===== src/rtl/mem_pkg.sv =====
// Shared types and constants for the MEM pipeline stage.
// Opcodes, FSM states, access sizes and a byte-enable helper.
package mem_pkg;

    localparam logic [5:0] OP_LB  = 6'h20;
    localparam logic [5:0] OP_LH  = 6'h21;
    localparam logic [5:0] OP_LW  = 6'h23;
    localparam logic [5:0] OP_LBU = 6'h24;
    localparam logic [5:0] OP_LHU = 6'h25;
    localparam logic [5:0] OP_SB  = 6'h28;
    localparam logic [5:0] OP_SH  = 6'h29;
    localparam logic [5:0] OP_SW  = 6'h2B;

    typedef enum logic {
        S_IDLE,
        S_WAIT
    } state_t;

    typedef enum logic [1:0] {
        SZ_B,
        SZ_H,
        SZ_W
    } size_t;

    function automatic logic [3:0] be_of(size_t sz, logic [1:0] lane);
        logic [3:0] be;
        case (sz)
            SZ_B:    be = 4'b0001 << lane;
            SZ_H:    be = lane[1] ? 4'b1100 : 4'b0011;
            default: be = 4'b1111;
        endcase
        return be;
    endfunction

endpackage


===== src/rtl/mem_stage_if.sv =====
// Request/acknowledge data-memory port between MEM stage and memory.
// master = MEM stage, slave = memory.
interface mem_stage_if;

    logic        DMEM_REQ;
    logic        DMEM_WE;
    logic [31:0] DMEM_ADDR;
    logic [3:0]  DMEM_BE;
    logic [31:0] DMEM_WDATA;
    logic [31:0] DMEM_RDATA;
    logic        DMEM_ACK;

    modport master (
        output DMEM_REQ,
        output DMEM_WE,
        output DMEM_ADDR,
        output DMEM_BE,
        output DMEM_WDATA,
        input  DMEM_RDATA,
        input  DMEM_ACK
    );

    modport slave (
        input  DMEM_REQ,
        input  DMEM_WE,
        input  DMEM_ADDR,
        input  DMEM_BE,
        input  DMEM_WDATA,
        output DMEM_RDATA,
        output DMEM_ACK
    );

endinterface


===== src/rtl/mem_load_align.sv =====
// Load formatter: picks the addressed lane(s) out of the read word
// and sign- or zero-extends to 32 bits.
module mem_load_align
    import mem_pkg::*;
(
    input  logic [31:0] rdata,
    input  logic [1:0]  lane,
    input  size_t       size,
    input  logic        sgn,
    output logic [31:0] data
);

    logic [7:0]  b;
    logic [15:0] h;

    always_comb begin
        case (lane)
            2'd0:    b = rdata[7:0];
            2'd1:    b = rdata[15:8];
            2'd2:    b = rdata[23:16];
            default: b = rdata[31:24];
        endcase
        h = lane[1] ? rdata[31:16] : rdata[15:0];
        case (size)
            SZ_B:    data = {{24{sgn & b[7]}}, b};
            SZ_H:    data = {{16{sgn & h[15]}}, h};
            default: data = rdata;
        endcase
    end

endmodule


===== src/rtl/mem_stage.sv =====
// MEM pipeline stage: issues loads/stores on the DMEM port, stalls EXE
// until ACK, and registers results into the WB stage.
module mem_stage
    import mem_pkg::*;
(
    input  logic        CLK,
    input  logic        RESET,
    input  logic [31:0] Instr1_IN,
    input  logic [31:0] Instr1_PC_IN,
    input  logic [31:0] ALU_result1_IN,
    input  logic [4:0]  WriteRegister1_IN,
    input  logic [31:0] MemWriteData1_IN,
    input  logic        RegWrite1_IN,
    input  logic        MemRead1_IN,
    input  logic        MemWrite1_IN,
    input  logic [5:0]  ALU_Control1_IN,
    output logic        Stall_OUT,
    mem_stage_if.master dmem,
    output logic        Addr_Error_OUT,
    output logic [31:0] Instr1_OUT,
    output logic [31:0] Instr1_PC_OUT,
    output logic [31:0] WriteData1_OUT,
    output logic [4:0]  WriteRegister1_OUT,
    output logic        RegWrite1_OUT,
    output logic [4:0]  WBWriteReg_OUT,
    output logic [31:0] WB_result_OUT
);

    state_t      state_q, state_d;
    logic        req_q, req_d;
    logic        we_q, we_d;
    logic [31:0] addr_q, addr_d;
    logic [3:0]  be_q, be_d;
    logic [31:0] wdata_q, wdata_d;

    logic [31:0] p_instr_q, p_instr_d;
    logic [31:0] p_pc_q, p_pc_d;
    logic [4:0]  p_wreg_q, p_wreg_d;
    logic        p_rw_q, p_rw_d;
    logic        p_ld_q, p_ld_d;
    size_t       p_size_q, p_size_d;
    logic        p_sgn_q, p_sgn_d;
    logic [1:0]  p_lane_q, p_lane_d;

    logic [31:0] wb_instr_q, wb_instr_d;
    logic [31:0] wb_pc_q, wb_pc_d;
    logic [31:0] wb_data_q, wb_data_d;
    logic [4:0]  wb_wreg_q, wb_wreg_d;
    logic        wb_rw_q, wb_rw_d;
    logic        aerr_q, aerr_d;

    size_t       size;
    logic        sgn;
    logic        legal;
    logic        mis;
    logic        is_mem;
    logic        err;
    logic [1:0]  lane;
    logic [31:0] st_data;
    logic [31:0] ld_data;

    assign lane   = ALU_result1_IN[1:0];
    assign is_mem = MemRead1_IN | MemWrite1_IN;

    always_comb begin
        size  = SZ_W;
        sgn   = 1'b0;
        legal = 1'b1;
        case (ALU_Control1_IN)
            OP_LB:   begin size = SZ_B; sgn = 1'b1; end
            OP_LH:   begin size = SZ_H; sgn = 1'b1; end
            OP_LW:   size = SZ_W;
            OP_LBU:  size = SZ_B;
            OP_LHU:  size = SZ_H;
            OP_SB:   size = SZ_B;
            OP_SH:   size = SZ_H;
            OP_SW:   size = SZ_W;
            default: legal = 1'b0;
        endcase
        mis = ((size == SZ_H) && lane[0]) ||
              ((size == SZ_W) && (lane != 2'b00));
        err = is_mem &&
              (!legal || (MemRead1_IN && MemWrite1_IN) || mis);
        case (size)
            SZ_B:    st_data = {4{MemWriteData1_IN[7:0]}};
            SZ_H:    st_data = {2{MemWriteData1_IN[15:0]}};
            default: st_data = MemWriteData1_IN;
        endcase
    end

    mem_load_align u_align (
        .rdata (dmem.DMEM_RDATA),
        .lane  (p_lane_q),
        .size  (p_size_q),
        .sgn   (p_sgn_q),
        .data  (ld_data)
    );

    always_comb begin
        state_d    = state_q;
        req_d      = req_q;
        we_d       = we_q;
        addr_d     = addr_q;
        be_d       = be_q;
        wdata_d    = wdata_q;
        p_instr_d  = p_instr_q;
        p_pc_d     = p_pc_q;
        p_wreg_d   = p_wreg_q;
        p_rw_d     = p_rw_q;
        p_ld_d     = p_ld_q;
        p_size_d   = p_size_q;
        p_sgn_d    = p_sgn_q;
        p_lane_d   = p_lane_q;
        // WB registers hold a bubble unless something retires
        wb_instr_d = '0;
        wb_pc_d    = '0;
        wb_data_d  = '0;
        wb_wreg_d  = '0;
        wb_rw_d    = 1'b0;
        aerr_d     = 1'b0;
        Stall_OUT  = 1'b0;
        case (state_q)
            S_IDLE: begin
                if (!is_mem) begin
                    wb_instr_d = Instr1_IN;
                    wb_pc_d    = Instr1_PC_IN;
                    wb_data_d  = ALU_result1_IN;
                    wb_wreg_d  = WriteRegister1_IN;
                    wb_rw_d    = RegWrite1_IN;
                end else if (err) begin
                    aerr_d = 1'b1;
                end else begin
                    Stall_OUT = 1'b1;
                    state_d   = S_WAIT;
                    req_d     = 1'b1;
                    we_d      = MemWrite1_IN;
                    addr_d    = {ALU_result1_IN[31:2], 2'b00};
                    be_d      = be_of(size, lane);
                    wdata_d   = st_data;
                    p_instr_d = Instr1_IN;
                    p_pc_d    = Instr1_PC_IN;
                    p_wreg_d  = WriteRegister1_IN;
                    p_rw_d    = RegWrite1_IN & MemRead1_IN;
                    p_ld_d    = MemRead1_IN;
                    p_size_d  = size;
                    p_sgn_d   = sgn;
                    p_lane_d  = lane;
                end
            end
            default: begin
                if (!dmem.DMEM_ACK) begin
                    Stall_OUT = 1'b1;
                end else begin
                    state_d    = S_IDLE;
                    req_d      = 1'b0;
                    we_d       = 1'b0;
                    addr_d     = '0;
                    be_d       = '0;
                    wdata_d    = '0;
                    wb_instr_d = p_instr_q;
                    wb_pc_d    = p_pc_q;
                    wb_data_d  = p_ld_q ? ld_data : '0;
                    wb_wreg_d  = p_wreg_q;
                    wb_rw_d    = p_rw_q;
                end
            end
        endcase
    end

    always_ff @(posedge CLK or posedge RESET) begin
        if (RESET) begin
            state_q    <= S_IDLE;
            req_q      <= 1'b0;
            we_q       <= 1'b0;
            addr_q     <= '0;
            be_q       <= '0;
            wdata_q    <= '0;
            p_instr_q  <= '0;
            p_pc_q     <= '0;
            p_wreg_q   <= '0;
            p_rw_q     <= 1'b0;
            p_ld_q     <= 1'b0;
            p_size_q   <= SZ_B;
            p_sgn_q    <= 1'b0;
            p_lane_q   <= '0;
            wb_instr_q <= '0;
            wb_pc_q    <= '0;
            wb_data_q  <= '0;
            wb_wreg_q  <= '0;
            wb_rw_q    <= 1'b0;
            aerr_q     <= 1'b0;
        end else begin
            state_q    <= state_d;
            req_q      <= req_d;
            we_q       <= we_d;
            addr_q     <= addr_d;
            be_q       <= be_d;
            wdata_q    <= wdata_d;
            p_instr_q  <= p_instr_d;
            p_pc_q     <= p_pc_d;
            p_wreg_q   <= p_wreg_d;
            p_rw_q     <= p_rw_d;
            p_ld_q     <= p_ld_d;
            p_size_q   <= p_size_d;
            p_sgn_q    <= p_sgn_d;
            p_lane_q   <= p_lane_d;
            wb_instr_q <= wb_instr_d;
            wb_pc_q    <= wb_pc_d;
            wb_data_q  <= wb_data_d;
            wb_wreg_q  <= wb_wreg_d;
            wb_rw_q    <= wb_rw_d;
            aerr_q     <= aerr_d;
        end
    end

    assign dmem.DMEM_REQ   = req_q;
    assign dmem.DMEM_WE    = we_q;
    assign dmem.DMEM_ADDR  = addr_q;
    assign dmem.DMEM_BE    = be_q;
    assign dmem.DMEM_WDATA = wdata_q;

    assign Addr_Error_OUT     = aerr_q;
    assign Instr1_OUT         = wb_instr_q;
    assign Instr1_PC_OUT      = wb_pc_q;
    assign WriteData1_OUT     = wb_data_q;
    assign WriteRegister1_OUT = wb_wreg_q;
    assign RegWrite1_OUT      = wb_rw_q;
    assign WBWriteReg_OUT     = wb_rw_q ? wb_wreg_q : 5'd0;
    assign WB_result_OUT      = wb_data_q;

endmodule

===== src/flat_wrapper.sv =====
// flat-port wrapper written by rule: the top's interface ports become plain ports
module mem_stage_flat import mem_pkg::*;
  (CLK, RESET, Instr1_IN, Instr1_PC_IN, ALU_result1_IN, WriteRegister1_IN, MemWriteData1_IN, RegWrite1_IN, MemRead1_IN, MemWrite1_IN, ALU_Control1_IN, Stall_OUT, Addr_Error_OUT, Instr1_OUT, Instr1_PC_OUT, WriteData1_OUT, WriteRegister1_OUT, RegWrite1_OUT, WBWriteReg_OUT, WB_result_OUT, dmem_DMEM_REQ, dmem_DMEM_WE, dmem_DMEM_ADDR, dmem_DMEM_BE, dmem_DMEM_WDATA, dmem_DMEM_RDATA, dmem_DMEM_ACK);
  mem_stage_if dmem_i ();
  input  logic CLK;
  input  logic RESET;
  input  logic [31:0] Instr1_IN;
  input  logic [31:0] Instr1_PC_IN;
  input  logic [31:0] ALU_result1_IN;
  input  logic [4:0] WriteRegister1_IN;
  input  logic [31:0] MemWriteData1_IN;
  input  logic RegWrite1_IN;
  input  logic MemRead1_IN;
  input  logic MemWrite1_IN;
  input  logic [5:0] ALU_Control1_IN;
  output logic Stall_OUT;
  output logic Addr_Error_OUT;
  output logic [31:0] Instr1_OUT;
  output logic [31:0] Instr1_PC_OUT;
  output logic [31:0] WriteData1_OUT;
  output logic [4:0] WriteRegister1_OUT;
  output logic RegWrite1_OUT;
  output logic [4:0] WBWriteReg_OUT;
  output logic [31:0] WB_result_OUT;
  output wire logic [$bits(dmem_i.DMEM_REQ)-1:0] dmem_DMEM_REQ;
  output wire logic [$bits(dmem_i.DMEM_WE)-1:0] dmem_DMEM_WE;
  output wire logic [$bits(dmem_i.DMEM_ADDR)-1:0] dmem_DMEM_ADDR;
  output wire logic [$bits(dmem_i.DMEM_BE)-1:0] dmem_DMEM_BE;
  output wire logic [$bits(dmem_i.DMEM_WDATA)-1:0] dmem_DMEM_WDATA;
  input wire logic [$bits(dmem_i.DMEM_RDATA)-1:0] dmem_DMEM_RDATA;
  input wire logic [$bits(dmem_i.DMEM_ACK)-1:0] dmem_DMEM_ACK;
  assign dmem_DMEM_REQ = dmem_i.DMEM_REQ;
  assign dmem_DMEM_WE = dmem_i.DMEM_WE;
  assign dmem_DMEM_ADDR = dmem_i.DMEM_ADDR;
  assign dmem_DMEM_BE = dmem_i.DMEM_BE;
  assign dmem_DMEM_WDATA = dmem_i.DMEM_WDATA;
  assign dmem_i.DMEM_RDATA = dmem_DMEM_RDATA;
  assign dmem_i.DMEM_ACK = dmem_DMEM_ACK;
  mem_stage u_core (.CLK(CLK), .RESET(RESET), .Instr1_IN(Instr1_IN), .Instr1_PC_IN(Instr1_PC_IN), .ALU_result1_IN(ALU_result1_IN), .WriteRegister1_IN(WriteRegister1_IN), .MemWriteData1_IN(MemWriteData1_IN), .RegWrite1_IN(RegWrite1_IN), .MemRead1_IN(MemRead1_IN), .MemWrite1_IN(MemWrite1_IN), .ALU_Control1_IN(ALU_Control1_IN), .Stall_OUT(Stall_OUT), .dmem(dmem_i), .Addr_Error_OUT(Addr_Error_OUT), .Instr1_OUT(Instr1_OUT), .Instr1_PC_OUT(Instr1_PC_OUT), .WriteData1_OUT(WriteData1_OUT), .WriteRegister1_OUT(WriteRegister1_OUT), .RegWrite1_OUT(RegWrite1_OUT), .WBWriteReg_OUT(WBWriteReg_OUT), .WB_result_OUT(WB_result_OUT));
endmodule

===== config.mk =====
export PLATFORM = sky130hd
export DESIGN_NAME = mem_stage_flat
export DESIGN_NICKNAME = d
export VERILOG_FILES = /design/src/rtl/mem_pkg.sv /design/src/rtl/mem_stage_if.sv /design/src/rtl/mem_load_align.sv /design/src/rtl/mem_stage.sv /design/src/flat_wrapper.sv
export SDC_FILE = /design/constraint.sdc
export NUM_CORES = 1
export LEC_CHECK = 0
export ABC_AREA = 1
export ABC_CLOCK_PERIOD_IN_PS = 8200
export CAP_MARGIN = 5
export CORE_UTILIZATION = 30
export CTS_CLUSTER_SIZE = 14
export DETAILED_ROUTE_END_ITERATION = 12
export SYNTH_ARGS = -nofsm -noshare
export SYNTH_HDL_FRONTEND = slang
export SYNTH_HIERARCHICAL = 1
export SYNTH_SLANG_ARGS = --single-unit

===== constraint.sdc =====
create_clock -name CLK -period 8.2 [get_ports CLK]
set_input_delay 1.23 -clock CLK [delete_from_list [all_inputs] [get_ports CLK]]
set_output_delay 1.23 -clock CLK [all_outputs]
set_load 0.02 [all_outputs]

Word-level counts from Yosys, hierarchy flattened

Index checks and enable logic that the tools add are counted.

ROM bits: 0
Memories kept: 0
Input port bits: 177
Bits in latches: 0
Memory bits (writable): 0
Word-level logic and storage cells: 112
Register bits: 250
Output and inout port bits: 211

Divide/modulo/power cells: 0
Shift-type cells: 1
Equal/unequal tests: 15
Multiply operators: 0
Order comparisons: 0
Bitwise operators: 6
Reduce and logical (&&, ||, !) cells: 19
$add $sub $neg: 0
Muxes and demuxes: 51

Operators by type and width:

| kind                                                   | number |
|---|---|
| 2-to-1 mux 32 bit                                      | 17 |
| one-hot mux 32 bit (2 select lines)                    | 2 |
| equality test 6 bit (second input constant)            | 8 |
| one-hot mux 8 bit (3 select lines)                     | 1 |
| 2-to-1 mux 4 bit                                       | 5 |
| 2-to-1 mux 5 bit                                       | 4 |
| 2-to-1 mux 1 bit                                       | 19 |
| 2-to-1 mux 16 bit                                      | 1 |
| one-hot mux 4 bit (2 select lines)                     | 1 |
| OR reduction 8 bit                                     | 1 |
| equality test 2 x 1 -> 1 bit (second input constant)   | 3 |
| logical NOT 2 bit                                      | 3 |
| AND reduction 3 bit                                    | 2 |
| OR reduction 3 bit                                     | 2 |
| equality test 2 bit (second input constant)            | 2 |
| logical AND 1 bit                                      | 4 |
| one-hot mux 2 bit (2 select lines)                     | 1 |
| nonzero test 2 bit                                     | 2 |
| left shift 1 x 2 -> 4 bit (first input constant)       | 1 |
| bitwise AND 1 bit                                      | 3 |
| logical OR 1 bit                                       | 3 |
| inequality test 2 x 1 -> 1 bit (second input constant) | 1 |
| inequality test 2 bit (second input constant)          | 1 |
| inverter 1 bit                                         | 2 |
| other kinds (3)                                        | 3 |

Depth between registers and ports, before layout

Gate-level depths: netlist of run 1.

Depth after elaboration: 11
Mapped depth: 9
Gate-level depth less buffers: 9

Cells and area by module

Netlist of run 1, hierarchy kept.

Modules (own cells, without submodules):

| module         | sequential area each (µm²) | instances | cells an instance | area an instance (µm²) |
|---|---|---|---|---|
| mem_stage      | 6206.0                     | 1         | 1152              | 10303.6 |
| mem_load_align | 0.0                        | 1         | 156               | 733.2 |

Worst setup path before layout of run 1

Ideal clock, no wire load.

Path type: in2out
From: input port MemWrite1_IN
To: output port Stall_OUT
Data arrival time: 2.333 ns
Buffers on the path: 2
Stages: 6
Setup slack: 4.637 ns
Data required time: 6.970 ns
Path through: nor2_2 nor2_2 nand3_1 buf_2 buf_2 o21ai_0

Longest elaborated chain between the ends: 7
Elaborated cells between the ends (all ways): 8
Those cells by class: mux: 3; bitwise: 1; reduce/logical: 4

RTL lines:

| element                       | RTL line           | RTL |
|---|---|---|
| start, declared               | flat_wrapper.sv:14 | `input logic MemWrite1_IN;` |
| logical AND 1 bit             | mem_stage.sv:83    | `(!legal \|\| (MemRead1_IN && MemWrite1_IN) \|\| mis);` |
| logical OR 1 bit (2 in a row) | mem_stage.sv:83    |  |
| logical AND 1 bit             | mem_stage.sv:82    | `err = is_mem &&` |
| 2-to-1 mux 1 bit              | mem_stage.sv:130   | `end else if (err) begin` |
| 2-to-1 mux 1 bit *            | mem_stage.sv:124   | `if (!is_mem) begin` |
| 2-to-1 mux 1 bit *            | mem_stage.sv:122   | `case (state_q)` |
| end, declared                 | flat_wrapper.sv:16 | `output logic Stall_OUT;` |

Every way passes the cells marked *; elsewhere a longest branch is shown, timed or not.

Final worst setup path of run 1

From: input port MemRead1_IN
To: output port Stall_OUT

Longest elaborated chain between the ends: 7
Elaborated cells between the ends (all ways): 8
Those cells by class: mux: 3; bitwise: 1; reduce/logical: 4

RTL lines:

| element                       | RTL line           | RTL |
|---|---|---|
| start, declared               | flat_wrapper.sv:13 | `input logic MemRead1_IN;` |
| logical AND 1 bit             | mem_stage.sv:83    |  |
| logical OR 1 bit (2 in a row) | mem_stage.sv:83    |  |
| logical AND 1 bit             | mem_stage.sv:82    |  |
| 2-to-1 mux 1 bit              | mem_stage.sv:130   |  |
| 2-to-1 mux 1 bit *            | mem_stage.sv:124   |  |
| 2-to-1 mux 1 bit *            | mem_stage.sv:122   |  |

Marked as above.

==> impl_results.md, run 1 <==
* Outcome: completed
* CTS Buf Count at 29
* Critical Path Sink Type: output pin
* Syn. warnings at 6
* VDD IR max at ~140 uV
* Fillers at 3556
* Most frequent cells after synthesis: nand2_1, dfrtp_1, nand3_1
* Fmax at ~170 MHz
* Sequential element share of the synthesized area at 0.562
* Startpoint Class: input port
* Slew headroom at 0.180
* Placed cell count at slightly above 2000
* Gpl congestion at 0.816
* Post-Layout Cell Count at about 2100
* Max-Cap Viols at 0
* Final Skew at 0.00989 ns
* Synth Cell Area at 11000 um^2
* DRT iter0 DRCs at 655
* Worst skew pair latency at ~0.55 ns
* Global-route wire length before repair at between 50 and 60 mm
* Synth top area share at 0.562
* Layout cells sized above 1 at 0.0483
* P_leak at 7.59 nW
* Unrepaired setup endpoints after global routing: false
* Synth Flop Type: dfrtp_1
* Post-synth EDFFs at 0
* CTS tree: done
* Die width at between 150 and 200 um
* Gates resized, CTS repair at 0
* Port buffer count at approximately 390
* Critical Path RT at roughly 7 ns
* Post-CTS Setup Inserts at 0
* CP max FO at 78
* Power Density at around 240 nW/um^2
* Ratio of final minimum period to clock period at 0.698
* Largest net degree at the start of global routing at roughly 130
* Core Region at about 36000 um^2
* Ys async rst share at 1.00
* Min Tclk post-route at around 5.7 ns
* DRC at 0
* Mean routed wirelength per cell at between 15 and 20 um
* Setup total negative slack at 0 ns
* Number of synthesized register bits at between 200 and 250
* Root Buffer: clkbuf_16
* Htree depth at 1
* Row count at 69
* Hold-fix buffers, CTS at 0
* Fin. Hold Viols at 0
* Initial antenna violation count at 1
* Netlist cell types at 25
* Worst-case clock buffer depth at 3
* Final slew viol count at 0
* Via count at between 10000 and 15000
* Pre-Repair DR Iteration Count at 5
* Final Cell Area at between 15000 and 20000 um^2
* Total GRT Usage at 0.192
* Clock sink count at between 200 and 250
* Post-DP HPWL at 25.0 mm
* Via-per-instance ratio at between 4 and 5
* Final Setup Violations at 0
* HP Class: reg -> reg
* Cell with the most instances after synthesis: nand2_1
* Area growth, synth to finish at 44.1%
* Final cell utilization of the core at 0.443
* Synth top area cells: dfrtp_1, nand2_1, nand3_1
* Cells after synthesis at 1308
* Measured slew at the worst slew-check pin at 1.23 ns
* Syn avg cell area at around 8.4 um^2
* NumNets Final at ~1800
* IO Count at 388
* Reg clk slew, reported paths at approximately 0.06 ns
* Vias in the first global route at a little under 10000
* Grt ovf at 0
* DRT antenna net count at 0
* Chip height at a little under 200 um
* Largest area contributor in the netlist: dfrtp_1
* Post-Route WL at between 30 and 40 mm
* Critical Path AT at 4.50 ns
* Die area at about 38000 um^2
* Initial core utilization at 0.307
* Critical path type: in -> out
* Placed cell area at about 15000 um^2
==> routing by layer <==
metal | vias to the layer above | share of wire | GRT usage
met3 | 55 | 0.069 | 0.0419
met2 | 387 | 0.47 | 0.314
met1 | 4859 | 0.44 | 0.258
met5 | - | 0 | 0
met4 | 0 | 0.023 | 0.0495
li1 | 4807 | - | -
==> logic make-up (layout without fill, tap and decap cells) <==
kind of cell	count (synthesis)	after routing	share of synthesized area
other	1	3	0.000340
buffers and inverters	219	547	0.0938
AO/OA/AOI/OAI	186	186	0.0911
flip-flops	248	248	0.562
AND/OR/NAND/NOR	654	654	0.252
==> power by group <==
part	internal [mW]	total, mW	switching [mW]
Combinational	0.423	0.951	0.528
Sequential	1.45	1.57	0.121
Clock	0.788	1.31	0.517
Total	2.66	3.82	1.17
==> per-stage QoR <==
stage          total power [mW]  hold slack, ns  setup WS (ns)
2_1_floorplan              2.08           0.450          0.155
3_3_place_gp               2.52           0.463           2.51
3_5_place_dp               2.54           0.467           2.51
4_1_cts                    3.87           0.477           2.47
5_1_grt                    4.03           0.506           2.24
6_report                   3.82           0.476           2.47
==> critical path: stages <==
cell and delay [ns]:
clkdlybuf4s50_1 0.60, nor2_4 0.04, buf_4 0.39, nor2_2 0.35
nand3_4 0.77, o21ai_0 0.40, clkdlybuf4s50_1 0.66
==> worst paths after layout <==
check                                                  from                                 end  slack (ns)  depth (start not counted)
setup / recovery                                MemRead1_IN                           Stall_OUT        2.47                          7
hold / removal             u_core/p_instr_q[19]$_DFFE_PP0P_     u_core/Instr1_OUT[19]$_DFF_PP0_        0.48                          2
setup reg to reg                   u_core/state_q$_DFF_PP0_           u_core/p_ld_q$_DFFE_PP0P_        5.08                          6
hold reg to reg            u_core/p_instr_q[19]$_DFFE_PP0P_     u_core/Instr1_OUT[19]$_DFF_PP0_        0.48                          2
max in group asynchronous                             RESET      u_core/p_size_q[1]$_DFFE_PP0P_        5.43                          3
min in group asynchronous                             RESET  u_core/Instr1_PC_OUT[14]$_DFF_PP0_        1.25                          2
==> registers in the layout, summed over array words and instances, names as in the netlist <==
| name | cells |
|---|---|
| u_core/Addr_Error_OUT | 1 |
| u_core/Instr1_OUT | 32 |
| u_core/Instr1_PC_OUT | 32 |
| u_core/RegWrite1_OUT | 1 |
| u_core/WB_result_OUT | 32 |
| u_core/WriteRegister1_OUT | 5 |
| u_core/dmem.DMEM_ADDR | 30 |
| u_core/dmem.DMEM_BE | 4 |
| u_core/dmem.DMEM_REQ | 1 |
| u_core/dmem.DMEM_WDATA | 32 |
| u_core/dmem.DMEM_WE | 1 |
| u_core/p_instr_q | 32 |
| u_core/p_lane_q | 2 |
| u_core/p_ld_q | 1 |
| u_core/p_pc_q | 32 |
| u_core/p_rw_q | 1 |
| u_core/p_sgn_q | 1 |
| u_core/p_size_q | 2 |
| u_core/p_wreg_q | 5 |
| u_core/state_q | 1 |
==> cell usage in the layout (no fill, tap or decap), drive strengths merged, types with 3 or more instances in the layout <==
cell type      netlist  layout
a32o                11      11
nand4                3       3
o211ai               7       7
o21ai              150     150
nand3              214     214
inv                100     101
clkbuf              32      39
a21oi               17      17
nand2              416     416
buf                 87      10
clkinv               0      10
clkdlybuf4s50        0     385
nor2                19      19
dfrtp              248     248
==> layout make-up <==
class | count | area (um^2) | share of cell area
Clock inverter | 13 | 125 | 0.00787
Antenna cell | 1 | 2.50 | 0.000157
Multi-Input combinational cell | 842 | 3820 | 0.241
Timing Repair Buffer | 395 | 3930 | 0.247
Inverter | 100 | 384 | 0.0242
Tap cell | 461 | 577 | 0.0363
Clock buffer | 39 | 853 | 0.0537
Sequential cell | 248 | 6210 | 0.390
Note: power is estimated with default switching activity, not from simulation.
==> inputs of run 2 (changes only) <==
--- a/config.mk
+++ b/config.mk
@@ -6,7 +6,7 @@
 export NUM_CORES = 1
 export LEC_CHECK = 0
 export ABC_AREA = 1
-export ABC_CLOCK_PERIOD_IN_PS = 8200
+export ABC_CLOCK_PERIOD_IN_PS = 5450
 export CAP_MARGIN = 5
 export CORE_UTILIZATION = 30
 export CTS_CLUSTER_SIZE = 14
==> constraint.sdc (replaced) <==
create_clock -name CLK -period 5.45 [get_ports CLK]
set_input_delay 0.8175 -clock CLK [delete_from_list [all_inputs] [get_ports CLK]]
set_output_delay 0.8175 -clock CLK [all_outputs]
set_load 0.02 [all_outputs]
==> run 2 against run 1 <==
Via count fell by 0.67%. Sequential power rose by 53%. First-iteration DRC count fell by 9.3%. Register-to-register slack got worse by 2.3 ns. Clock-buffer cell count fell by 1. Largest cell class unchanged.
==> impl_results.md, run 2 (synthesis gave the netlist of run 1 again) <==
* Outcome: completed (unchanged)
* Hold depth at 2 (unchanged)
* R2R cell count at 5 (was 6)
* Post-Layout Cell Count at 2095 (was 2099)
* HP Class: reg -> reg (unchanged)
* Root Buffer: clkbuf_16 (unchanged)
* Worst r2r src: u_core/state_q$_DFF_PP0_ (unchanged)
* Setup total negative slack at 0 ns (unchanged)
* Critical Path AT at 2.91 ns (was 4.50 ns)
* Mean routed wirelength per cell at 17.7 um (was 17.6 um)
* Slew headroom at 0.224 (was 0.180)
* Worst-case clock buffer depth at 3 (unchanged)
* Hold-fix buffers, CTS at 0 (unchanged)
* Critical path type: in -> out (unchanged)
* Gates resized, CTS repair at 0 (unchanged)
* Worst skew pair latency at 0.55 ns (about the same)
* Reg clk slew, reported paths at 0.06 ns (about the same)
* Clock sink count at 248 (unchanged)
* DRC at 0 (unchanged)
* Measured slew at the worst slew-check pin at 1.16 ns (was 1.23 ns)
* P_leak at 7.55 nW (was 7.59 nW)
* Largest net degree at the start of global routing at 166 (was 129)
* Power Density at 357 nW/um^2 (was 241 nW/um^2)
* Htree depth at 1 (unchanged)
* Post-Route WL at 37.0 mm (was 36.9 mm)
* Total GRT Usage at 0.193 (was 0.192)
* Final Setup Violations at 0 (unchanged)
* Min-delay src: u_core/p_pc_q[19]$_DFFE_PP0P_ (was u_core/p_instr_q[19]$_DFFE_PP0P_)
* NumNets Final at 1791 (was 1793)
* VDD IR max at 217 uV (was 140 uV)
* Core Region at 35900 um^2 (unchanged)
* IO Count at 388 (unchanged)
* Initial antenna violation count at 3 (was 1)
* Area growth, synth to finish at 43.7% (was 44.1%)
* Post-DP HPWL at 25.3 mm (was 25.0 mm)
* Hold Slack at 0.485 ns (was 0.476 ns)
* Unrepaired setup endpoints after global routing: false (unchanged)
* Row count at 69 (unchanged)
* Chip height at 194 um (unchanged)
* CTS tree: done (unchanged)
* Gpl congestion at 0.850 (was 0.816)
* Die area at 37600 um^2 (unchanged)
* Final slew viol count at 0 (unchanged)
* Commonest non-fill, non-tap cells in the layout: nand2_1, clkdlybuf4s50_1, dfrtp_1 (unchanged)
* CP max FO at 11 (was 78)
* CP startpoint: ALU_Control1_IN[2] (was MemRead1_IN)
* Pre-Repair DR Iteration Count at 5 (unchanged)
* Critical Path RT at 4.63 ns (was 6.97 ns)
* Ratio of final minimum period to clock period at 0.685
* CTS Buf Count at 27 (was 29)
* Grt ovf at 0 (unchanged)
* Vias in the first global route at 9877 (was 9823)
* Commonest non-fill, non-tap cell in the layout: nand2_1 (unchanged)
* Via-per-instance ratio at 4.79 (was 4.82)
* Post-CTS Setup Inserts at 0 (unchanged)
* Fin. Hold Viols at 0 (unchanged)
* DRT antenna net count at 0 (unchanged)
* Via count at 10000 (was 10100)
* Placed cell count at 2046 (unchanged)
* Initial core utilization at 0.307 (unchanged)
* Startpoint Class: input port (unchanged)
* Fmax at 268 MHz
* Placed cell area at 14900 um^2 (about the same)
* Max-Cap Viols at 0 (unchanged)
* Global-route wire length before repair at 57.8 mm (was 57.2 mm)
* Port buffer count at 385 (unchanged)
* Final Cell Area at 15900 um^2 (about the same)
* DRT iter0 DRCs at 594 (was 655)
* Die width at 194 um (unchanged)
* Critical Path Sink Type: output pin (unchanged)
* Layout cells sized above 1 at 0.0429 (was 0.0483)
* Final Skew at 0.0190 ns (was 0.00989 ns)
* Min Tclk post-route at around 3.7 ns
## run 2: report_power, final
part           switching (mW)  total [mW]  leakage, nW  internal [mW]
registers               0.222        2.40         3.23           2.17
clock network           0.751        1.88        0.454           1.13
logic                   0.751        1.39         3.87          0.635
## run 2: cell type report
cell class,instances,area [um^2]
inverter,100,380
sequential,248,6210
antenna,2,5.00
timing repair buffer,395,3950
clock inverter,9,135
multi-input combinational,842,3820
clock buffer,38,777
fill,3552,20100
tap,461,577
## run 2: path summary, 6_finish.rpt
path / end / slack (ns)
worst max-delay path: Stall_OUT / 1.72
worst max register to register: u_core/Instr1_OUT[19]$_DFF_PP0_ / 2.74
worst min-delay path: u_core/p_pc_q[19]$_DFFE_PP0P_ / 0.48
min in group asynchronous: u_core/p_pc_q[25]$_DFFE_PP0P_ / 0.76
max in group asynchronous: u_core/dmem.DMEM_ADDR[26]$_DFFE_PP0P_ / 3.65
worst min register to register: u_core/p_pc_q[19]$_DFFE_PP0P_ / 0.48
## run 2: layer usage
layer  part of all wire  wire (um)  GRT usage  vias to the layer above
met5            0.00035         13          0                        -
met4              0.020        726     0.0510                        2
met3              0.071       2620     0.0431                       48
met2               0.48      17600      0.318                      368
met1               0.43      16000      0.256                     4813
li1                   -          -          -                     4809
## run 2: critical path, cell delays in order
cell and delay, ns:
clkdlybuf4s50_1 0.46, nand2_1 0.31, nand2_1 0.14, a21oi_1 0.24
nand3_4 0.09, o21ai_0 0.17, clkdlybuf4s50_1 0.68
## run 2: stage by stage
| stage | total power [mW] | utilization | setup WS (ns) |
|---|---|---|---|
| after global placement | 3.80 | 0.416 | 1.76 |
| after floorplan | 3.13 | - | 1.37 |
| after CTS | 5.75 | 0.441 | 1.75 |
| after global routing | 5.98 | 0.442 | 1.63 |
| after detailed placement | 3.82 | 0.416 | 1.75 |
| final | 5.67 | 0.442 | 1.72 |
==> inputs of run 3 (changes only) <==
--- a/config.mk
+++ b/config.mk
@@ -6,7 +6,7 @@
 export NUM_CORES = 1
 export LEC_CHECK = 0
 export ABC_AREA = 1
-export ABC_CLOCK_PERIOD_IN_PS = 5450
+export ABC_CLOCK_PERIOD_IN_PS = 3400
 export CAP_MARGIN = 5
 export CORE_UTILIZATION = 30
 export CTS_CLUSTER_SIZE = 14
==> constraint.sdc (replaced) <==
create_clock -name CLK -period 3.4 [get_ports CLK]
set_input_delay 0.51 -clock CLK [delete_from_list [all_inputs] [get_ports CLK]]
set_output_delay 0.51 -clock CLK [all_outputs]
set_load 0.02 [all_outputs]
==> run 3 against run 2 <==
Worst hold slack worse by 0.10 ns. Non-clock buffer count grew 11. Utilization grew 0.33 points. Die area unchanged. Critical endpoint unchanged. Highest routed layer unchanged.
==> impl_results.md, run 3 (synthesis gave the netlist of run 1 again) <==
* Outcome: completed (unchanged)
* Startpoint Class: input port (unchanged)
* Post-CTS Setup Inserts at 0 (unchanged)
* Clk pwr share at 0.331 (was 0.332)
* Root Buffer: clkbuf_16 (unchanged)
* Die width at 194 um (unchanged)
* Max Used Layer: met5 (unchanged)
* Vias in the first global route at 10200 (was 9877)
* Register share of total power at 0.416 (was 0.423)
* Hold-fix buffers, CTS at 0 (unchanged)
* Fin. Hold Viols at 0 (unchanged)
* Most frequent CP cell: clkdlybuf4s50_1
* DRT antenna net count at 0 (unchanged)
* Area growth, synth to finish at 44.8% (was 43.7%)
* Worst stage delay on the critical path at 0.69 ns (was 0.68 ns)
* Worst-case clock buffer depth at 3 (unchanged)
* Detail Route met3 WL at 2.68 mm (was 2.62 mm)
* NumNets Final at 1804 (was 1791)
* Met2 routed wirelength at 17.3 mm (was 17.6 mm)
* Gpl congestion at 0.859 (was 0.850)
* Via count at 10100 (was 10000)
* Slew headroom at 0.288 (was 0.224)
* NetSw at 2.78 mW (was 1.72 mW)
* IO Count at 388 (unchanged)
* Via-per-instance ratio at 4.78 (was 4.79)
* Final Setup Violations at 0 (unchanged)
* Chip height at 194 um (unchanged)
* DRT iter0 DRCs at 573 (was 594)
* Critical Path AT at 2.51 ns (was 2.91 ns)
* Grt ovf at 0 (unchanged)
* Mean routed wirelength per cell at 17.8 um (was 17.7 um)
* CTS tree: done (unchanged)
* Switching Share at 0.305 (was 0.304)
* Htree depth at 1 (unchanged)
* Slowest-stage cell, CP: clkdlybuf4s50_1 (unchanged)
* Int Pwr at 6.33 mW (was 3.94 mW)
* Setup total negative slack at 0 ns (unchanged)
* Clock sink count at 248 (unchanged)
* Logic pwr share at 0.253 (was 0.245)
* Initial core utilization at 0.307 (unchanged)
* Setup ws final at 0.377 ns (was 1.72 ns)
* CP max FO at 4 (was 11)
* Crit path buffers/inverters at 2 (unchanged)
* VDD IR max at 349 uV (was 217 uV)
* Gates resized, CTS repair at 0 (unchanged)
* Critical path type: in -> out (unchanged)
* Commonest non-fill, non-tap cells in the layout: nand2_1, clkdlybuf4s50_1, dfrtp_1 (unchanged)
* Critical Path Sink Type: output pin (unchanged)
* Unrepaired setup endpoints after global routing: false (unchanged)
* Die area at 37600 um^2 (unchanged)
* Port buffer count at 385 (unchanged)
* Post-DP HPWL at 25.7 mm (was 25.3 mm)
* Detailed-routing wirelength on met1 at 16.4 mm (was 16.0 mm)
* DRC at 0 (unchanged)
* Top delay family on crit path: buffers and inverters (unchanged)
* Total GRT Usage at 0.199 (was 0.193)
* Layout cells sized above 1 at 0.0481 (was 0.0429)
* Max-Cap Viols at 0 (unchanged)
* HP Class: in -> async (was reg -> reg)
* Largest net degree at the start of global routing at 142 (was 166)
* Worst skew pair latency at 0.55 ns (about the same)
* Crit-path cells: clkdlybuf4s50_1 > nand2_1 > nand3_1 > nor2_1 > nand3_4 > o21ai_0 > clkdlybuf4s50_1 (was clkdlybuf4s50_1 > nand2_1 > nand2_1 > a21oi_1 > nand3_4 > o21ai_0 > clkdlybuf4s50_1)
* CTS Buf Count at 29 (was 27)
* Row count at 69 (unchanged)
* Reg clk slew, reported paths at 0.05 ns (was 0.06 ns)
* Post-Route WL at 37.6 mm (was 37.0 mm)
* Pre-Repair DR Iteration Count at 5 (unchanged)
* Tot Pwr at 9.11 mW (was 5.67 mW)
* Fmax at 331 MHz
* P_leak at 7.61 nW (was 7.55 nW)
* Core Region at 35900 um^2 (unchanged)
* Final slew viol count at 0 (unchanged)
* Pre-CTS WS at 0.399 ns (was 1.75 ns)
* Critical Path RT at 2.89 ns (was 4.63 ns)
* Ratio of final minimum period to clock period at 0.889
* Measured slew at the worst slew-check pin at 1.07 ns (was 1.16 ns)
* Global-route wire length before repair at 59.4 mm (was 57.8 mm)
* Min Tclk post-route at between 3 and 4 ns
* Initial antenna violation count at 3 (unchanged)
* Commonest non-fill, non-tap cell in the layout: nand2_1 (unchanged)
* Final Skew at 0.00914 ns (was 0.0190 ns)
* Power Density at 570 nW/um^2 (was 357 nW/um^2)
[run 3: power groups by stage]
stage	clock (mW)	combinational, mW	sequential [mW]
global placement	0	2.30	3.82
finish	3.02	2.31	3.79
global route	3.21	2.54	3.87
CTS	3.10	2.34	3.79
detailed placement	0	2.33	3.83
floorplan	0	0.928	4.09
[run 3: cell type report]
class / instances / area [um^2]
tap: 461 / 577
fill: 3553 / 19900
multi-input combinational: 842 / 3820
antenna: 2 / 5.00
clock buffer: 42 / 825
inverter: 100 / 380
clock inverter: 6 / 87.6
sequential: 248 / 6210
timing repair buffer: 406 / 4070
[run 3: metal layers]
metal | vias up | GRT usage
met3 | 63 | 0.0421
li1 | 4833 | -
met1 | 4807 | 0.267
met2 | 369 | 0.317
met4 | 2 | 0.0708
met5 | - | 0
[run 3: stage by stage]
| step | utilization | area, um^2 | instances | hold slack (ns) |
|---|---|---|---|---|
| 3_3_place_gp | 0.419 | 15100 | 2057 | 0.462 |
| 4_1_cts | 0.445 | 16000 | 2105 | 0.374 |
| 3_5_place_dp | 0.419 | 15100 | 2057 | 0.467 |
| 2_1_floorplan | - | 11000 | 1309 | 0.450 |
| 5_1_grt | 0.445 | 16000 | 2107 | 0.409 |
| 6_report | 0.445 | 16000 | 2107 | 0.383 |
[run 3: path summary, 6_finish.rpt]
kind,start,slack [ns],endpoint,cells past startpoint
min in group CLK,u_core/p_instr_q[15]$_DFFE_PP0P_,0.48,u_core/Instr1_OUT[15]$_DFF_PP0_,2
max in group asynchronous,RESET,2.18,u_core/dmem.DMEM_ADDR[8]$_DFFE_PP0P_,3
max,MemRead1_IN,0.38,Stall_OUT,7
min,RESET,0.38,u_core/p_pc_q[28]$_DFFE_PP0P_,2
min reg2reg,u_core/p_instr_q[15]$_DFFE_PP0P_,0.48,u_core/Instr1_OUT[15]$_DFF_PP0_,2
max reg2reg,u_core/state_q$_DFF_PP0_,1.24,u_core/p_instr_q[9]$_DFFE_PP0P_,6
[run 3: worst register-to-register path: stages (launching register included)]
cell and delay (ns):
dfrtp_1 0.40, buf_4 0.20, clkinv_2 0.08, buf_4 0.20
buf_4 0.70, nand2_1 0.22, o21ai_0 0.26
